--- config.mk ---
export PLATFORM = sky130hd
export DESIGN_NAME = fc_feature_packer_flat
export DESIGN_NICKNAME = d
export VERILOG_FILES = /design/src/rtl/fc_pkg.sv /design/src/rtl/fc_feature_packer_if.sv /design/src/rtl/fc_feature_packer.sv /design/src/flat_wrapper.sv
export SDC_FILE = /design/constraint.sdc
export NUM_CORES = 2
export LEC_CHECK = 0
export CAP_MARGIN = 20
export CORE_ASPECT_RATIO = 1.2
export CORE_UTILIZATION = 57
export CTS_BUF_LIST = sky130_fd_sc_hd__clkbuf_4
export CTS_CLUSTER_DIAMETER = 50
export CTS_CLUSTER_SIZE = 24
export DETAILED_ROUTE_END_ITERATION = 8
export PLACE_DENSITY = 0.89
export SETUP_SLACK_MARGIN = 0.1
export SLEW_MARGIN = 20
export SYNTH_ARGS = -nofsm -noshare
export SYNTH_HDL_FRONTEND = slang
export SYNTH_SLANG_ARGS = --single-unit
--- constraint.sdc ---
create_clock -name i_clk -period 3.2 [get_ports i_clk]
set_clock_uncertainty 0.15 [all_clocks]
set_input_delay 0.64 -clock i_clk [delete_from_list [all_inputs] [get_ports i_clk]]
set_output_delay 0.64 -clock i_clk [all_outputs]
set_load 0.05 [all_outputs]
--- src/rtl/fc_pkg.sv ---
// Shared FC input-interface types: sample format, feature vector and packer states.
// Samples are signed Q16.8 and are carried bit-exact.
package fc_pkg;
  localparam int N_FEAT    = 30;
  localparam int DATA_W    = 24;
  localparam int FRAC_BITS = 8;
  localparam int CNT_W     = 8;
  localparam int IDX_W     = $clog2(N_FEAT);

  typedef logic signed [DATA_W-1:0] fc_sample_t;
  typedef fc_sample_t [0:N_FEAT-1]  fc_vec_t;

  typedef enum logic {FILL, HOLD} fc_state_t;
endpackage

--- src/rtl/fc_feature_packer_if.sv ---
// Handshake bundle between the sample normalizer, the feature packer and the FC layer.
// The slave modport is the packer's view; master is the driving side.
interface fc_feature_packer_if;
  import fc_pkg::*;

  logic             i_clear;
  logic             i_valid;
  fc_sample_t       i_sample;
  logic             o_ready;
  fc_vec_t          o_data;
  logic             o_valid;
  logic             i_ack;
  logic [CNT_W-1:0] o_frame_cnt;

  modport slave (
    input  i_clear, i_valid, i_sample, i_ack,
    output o_ready, o_data, o_valid, o_frame_cnt
  );

  modport master (
    output i_clear, i_valid, i_sample, i_ack,
    input  o_ready, o_data, o_valid, o_frame_cnt
  );
endinterface

--- src/rtl/fc_feature_packer.sv ---
// Packs a serial Q16.8 sample stream into a 30-entry FC input vector.
// Double-buffered: the fill buffer takes the next frame while o_data is held for FC.
module fc_feature_packer
  import fc_pkg::*;
(
  input  logic         i_clk,
  input  logic         i_rst_n,
  fc_feature_packer_if.slave io_bus
);

  fc_state_t        r_state, w_state_nxt;
  logic [IDX_W-1:0] r_idx, w_idx_nxt;
  fc_vec_t          r_fill, w_fill_nxt;
  fc_vec_t          r_data;
  logic             r_valid, w_valid_nxt;
  logic [CNT_W-1:0] r_cnt;
  logic             w_accept, w_last, w_slot_free, w_publish;

  assign w_accept    = io_bus.i_valid && (r_state == FILL);
  assign w_last      = (r_idx == IDX_W'(N_FEAT-1));
  assign w_slot_free = !r_valid || io_bus.i_ack;

  // Clear wins over accept and ack; it never touches fill contents, o_data or the count.
  always_comb begin
    w_state_nxt = r_state;
    w_idx_nxt   = r_idx;
    w_fill_nxt  = r_fill;
    w_valid_nxt = r_valid;
    w_publish   = 1'b0;
    if (io_bus.i_clear) begin
      w_state_nxt = FILL;
      w_idx_nxt   = '0;
      w_valid_nxt = 1'b0;
    end else begin
      if (io_bus.i_ack) w_valid_nxt = 1'b0;
      case (r_state)
        FILL: begin
          if (w_accept) begin
            w_fill_nxt[r_idx] = io_bus.i_sample;
            if (w_last) begin
              w_idx_nxt = '0;
              if (w_slot_free) begin
                w_publish   = 1'b1;
                w_valid_nxt = 1'b1;
              end else begin
                w_state_nxt = HOLD;
              end
            end else begin
              w_idx_nxt = r_idx + IDX_W'(1);
            end
          end
        end
        HOLD: begin
          if (io_bus.i_ack) begin
            w_publish   = 1'b1;
            w_valid_nxt = 1'b1;
            w_state_nxt = FILL;
          end
        end
        default: w_state_nxt = FILL;
      endcase
    end
  end

  always_ff @(posedge i_clk or negedge i_rst_n) begin
    if (!i_rst_n) begin
      r_state <= FILL;
      r_idx   <= '0;
      r_fill  <= '0;
      r_data  <= '0;
      r_valid <= 1'b0;
      r_cnt   <= '0;
    end else begin
      r_state <= w_state_nxt;
      r_idx   <= w_idx_nxt;
      r_fill  <= w_fill_nxt;
      r_valid <= w_valid_nxt;
      // Publishing from w_fill_nxt lets the last sample land in o_data on its own edge.
      if (w_publish) begin
        r_data <= w_fill_nxt;
        r_cnt  <= r_cnt + CNT_W'(1);
      end
    end
  end

  assign io_bus.o_ready     = (r_state == FILL);
  assign io_bus.o_data      = r_data;
  assign io_bus.o_valid     = r_valid;
  assign io_bus.o_frame_cnt = r_cnt;

endmodule

--- src/flat_wrapper.sv ---
// flat-port wrapper written by rule: the top's interface ports become plain ports
module fc_feature_packer_flat import fc_pkg::*;
  (i_clk, i_rst_n, io_bus_i_clear, io_bus_i_valid, io_bus_i_sample, io_bus_i_ack, io_bus_o_ready, io_bus_o_data, io_bus_o_valid, io_bus_o_frame_cnt);
  fc_feature_packer_if io_bus_i ();
  input  logic i_clk;
  input  logic i_rst_n;
  input wire logic [$bits(io_bus_i.i_clear)-1:0] io_bus_i_clear;
  input wire logic [$bits(io_bus_i.i_valid)-1:0] io_bus_i_valid;
  input wire logic [$bits(io_bus_i.i_sample)-1:0] io_bus_i_sample;
  input wire logic [$bits(io_bus_i.i_ack)-1:0] io_bus_i_ack;
  output wire logic [$bits(io_bus_i.o_ready)-1:0] io_bus_o_ready;
  output wire logic [$bits(io_bus_i.o_data)-1:0] io_bus_o_data;
  output wire logic [$bits(io_bus_i.o_valid)-1:0] io_bus_o_valid;
  output wire logic [$bits(io_bus_i.o_frame_cnt)-1:0] io_bus_o_frame_cnt;
  assign io_bus_i.i_clear = io_bus_i_clear;
  assign io_bus_i.i_valid = io_bus_i_valid;
  assign io_bus_i.i_sample = io_bus_i_sample;
  assign io_bus_i.i_ack = io_bus_i_ack;
  assign io_bus_o_ready = io_bus_i.o_ready;
  assign io_bus_o_data = io_bus_i.o_data;
  assign io_bus_o_valid = io_bus_i.o_valid;
  assign io_bus_o_frame_cnt = io_bus_i.o_frame_cnt;
  fc_feature_packer u_core (.i_clk(i_clk), .i_rst_n(i_rst_n), .io_bus(io_bus_i));
endmodule
==> run metrics <==
DRC Markers 0; largest net degree at the start of global routing 110; clock-pin slew on the worst setup and hold paths 0.21 ns; CTS HTree Levels 3; Mapped Cells 3,222; Seq pwr share 63.8%; first-pass GRT wire length 216,000 microns; RSZ-0062 raised after global routing false; Worst-Margin Slew 1.17 ns; Avg Vias per Cell 5.78; RePlAce Congestion 0.826; clk sinks 1,455; Psw 0.00762 W; Final Cycle Share 94.6%; Final Non-Filler Cells 5,366; register area 36,400 sq um; starting density of the core 57.5%; CTS max path bufs 3; WP buf/inv 1; register bit total from synthesis 1,455; internal power 0.0220 W; Startpoint Class flip-flop; Post-Syn Nets 3,257; Slew Limit Fails 0; sw frac 25.8%; total track usage 30.0%; initial antenna violation count 9; vias in the first global route 33.1k; post-CTS setup repair buffer count 0; clock tree root driver cell clkbuf_4; CP max stage delay 0.80 ns; fill cell count 6,162; VDD IR-drop max 406 uV; Gate power share 4.5%; Max Cap Viol 0; final setup TNS 0 ns; area of the core 95,100 sq um; Pwr Total 0.0296 W; commonest non-fill, non-tap cell in the layout dfrtp_1; yosys warns 0; WP data required 2.41 ns; Inst Count DP 5,157; Pleak 38.0 nW; Max FO, Critical Path 2; CP Cell Sequence clkdlybuf4s50_1; via count 31.0k; DR WL/cell 27.1 microns; Slowest-stage cell, CP clkdlybuf4s50_1; multi-input logic area 17,000 sq um; cell area after placement 64,600 sq um; Die W 285 microns; sequential-to-total area share from yosys stat 66.6%; Row Count 124; mapped cell area 54,700 sq um; Tmin final 3.03 ns; io pins 759; Power Density 448 nW/um^2; Routed Wire Length 145,000 microns; CP delay by family, top buffers and inverters; Setup CP Type flip-flop to primary output; dpl hpwl 97,100 microns; cts bufs inserted 106; crit path DAT 2.24 ns; Initial DRC Count 1,710; GR Overflow Total 0; Port Buffers 758; synthesized area per cell 17.0 sq um; max_slew headroom 22.0%; fin area 66,000 sq um; crit end category primary output; die height 341 microns; ratio of cells with drive above 1 in the final layout 38.6%; drt pass-1 iters 4; fin nets 4,042; R2R depth 6; # setup viols final 0; clock latency on the worst-skew pair 1.04 ns; Routed Antenna Nets 0; outcome complete, no violations; die area 97,200 sq um; WP depth 1; Netlist cell types 35; Hold WC Path Type primary input to asynchronous set/reset pin; fmax 330 MHz; most frequent cells in the layout dfrtp_1, mux2_2, dlygate4sd2_1; Clk pwr share 31.6%; Fin. Hold Viols 0; area delta synth->final 20.8%; CTS tree built
layer usage:
| metal | GRT usage (%) | wire (microns) | share of wire [%] |
|---|---|---|---|
| met1 | 38.7 | 58100 | 40 |
| met2 | 49.3 | 71400 | 49 |
| met3 | 5.34 | 8060 | 5.5 |
| met4 | 15.1 | 7820 | 5.4 |
| met5 | 0 | 0 | 0 |
flip-flops by register name (all words and copies together), names as in the netlist:
| name | count |
|---|---|
| u_core.io_bus.o_data | 720 |
| u_core.r_idx | 5 |
| u_core.io_bus.o_valid | 1 |
| u_core.io_bus.o_frame_cnt | 8 |
| u_core.r_state | 1 |
| u_core.r_fill | 720 |
power groups by stage:
stage | Sequential (W) | Clock, W | Combinational (W)
6_report | 0.0189 | 0.00936 | 0.00134
5_1_grt | 0.0189 | 0.0102 | 0.00146
4_1_cts | 0.0189 | 0.00955 | 0.00135
3_5_place_dp | 0.0192 | 0 | 0.00135
3_3_place_gp | 0.0192 | 0 | 0.00129
2_1_floorplan | 0.0192 | 0 | 0.000543
path summary, 6_finish.rpt:
check	startpoint	end	slack, ns
worst max-delay path	u_core.io_bus.o_data[688]	io_bus_o_data[688]	0.17
worst max register to register	u_core.r_idx[3]	u_core.io_bus.o_data[224]	0.45
worst min-delay path	i_rst_n	u_core.io_bus.o_data[439]	0.08
min in group i_clk	io_bus_i_sample[11]	u_core.r_fill[635]	0.14
worst min register to register	u_core.io_bus.o_frame_cnt[7]	u_core.io_bus.o_frame_cnt[7]	0.35
max in group asynchronous	i_rst_n	u_core.io_bus.o_data[222]	1.77
worst register-to-register path, stage by stage (launching register included):
cell and delay (ns):
dfrtp_1 0.58, buf_4 0.25, nand3b_1 0.43, nor2_4 0.27, buf_4 0.28, mux2_2 0.40
mux2_2 0.27
synthesized netlist by cell type, drive strengths merged:
cell type,count,area (sq um)
nand2b,4,25.0
xor2,6,52.6
mux2,1441,16200
clkbuf,77,289
nor2,17,66.3
nand2,7,26.3
nor4b,1,23.8
nand3,11,75.1
nand4bb,4,45.0
and3,4,25.0
nor4,2,12.5
dfrtp,1455,36400
o21ai,7,35.0
inv,4,15.0
or4b,1,10.0
nor3b,2,15.0
buf,150,1050
nand4,5,56.3
nor3,4,20.0
nand3b,3,22.5
ha,6,75.1
nor2b,2,12.5
or2,1,6.26
or3b,1,8.76
xnor2,2,17.5
a32oi,1,16.3
a311oi,1,8.76
a31oi,2,12.5
and4,1,8.76
cell families after synthesis:
kind of cell	Yosys count	share of synthesized area (%)
AOI/OAI and AO/OA	11	0.133
xor gates and xnor gates	8	0.128
adders and majority gates	6	0.137
buffers and inverters	231	2.49
DFF	1455	66.6
muxes	1441	29.7
and+or+nand+nor	70	0.840
layout make-up:
cell class                      instances  share of cell area, %
Antenna cell                            8                 0.0303
Clock buffer                          107                   1.22
Clock inverter                         92                   1.66
Inverter                                4                 0.0227
Multi-Input combinational cell       1536                   25.7
Sequential cell                      1455                   55.1
Tap cell                             1260                   2.39
Timing Repair Buffer                  904                   13.8
metrics by stage:
stage,hold slack [ns],utilization (%),setup slack [ns]
2_1_floorplan,0.194,-,0.674
3_3_place_gp,0.310,68.0,0.167
3_5_place_dp,0.315,68.0,0.116
4_1_cts,0.0147,69.2,0.0802
5_1_grt,0.0143,69.4,0.0854
6_report,0.0842,69.4,0.172
timing repair:
action,in CTS,in global routing
endpoints found under the setup margin,678,81
hold buffers,2,0
hold endpoints to repair,1031,0
resized for setup,600,81
(Power assumes the default switching activity.)
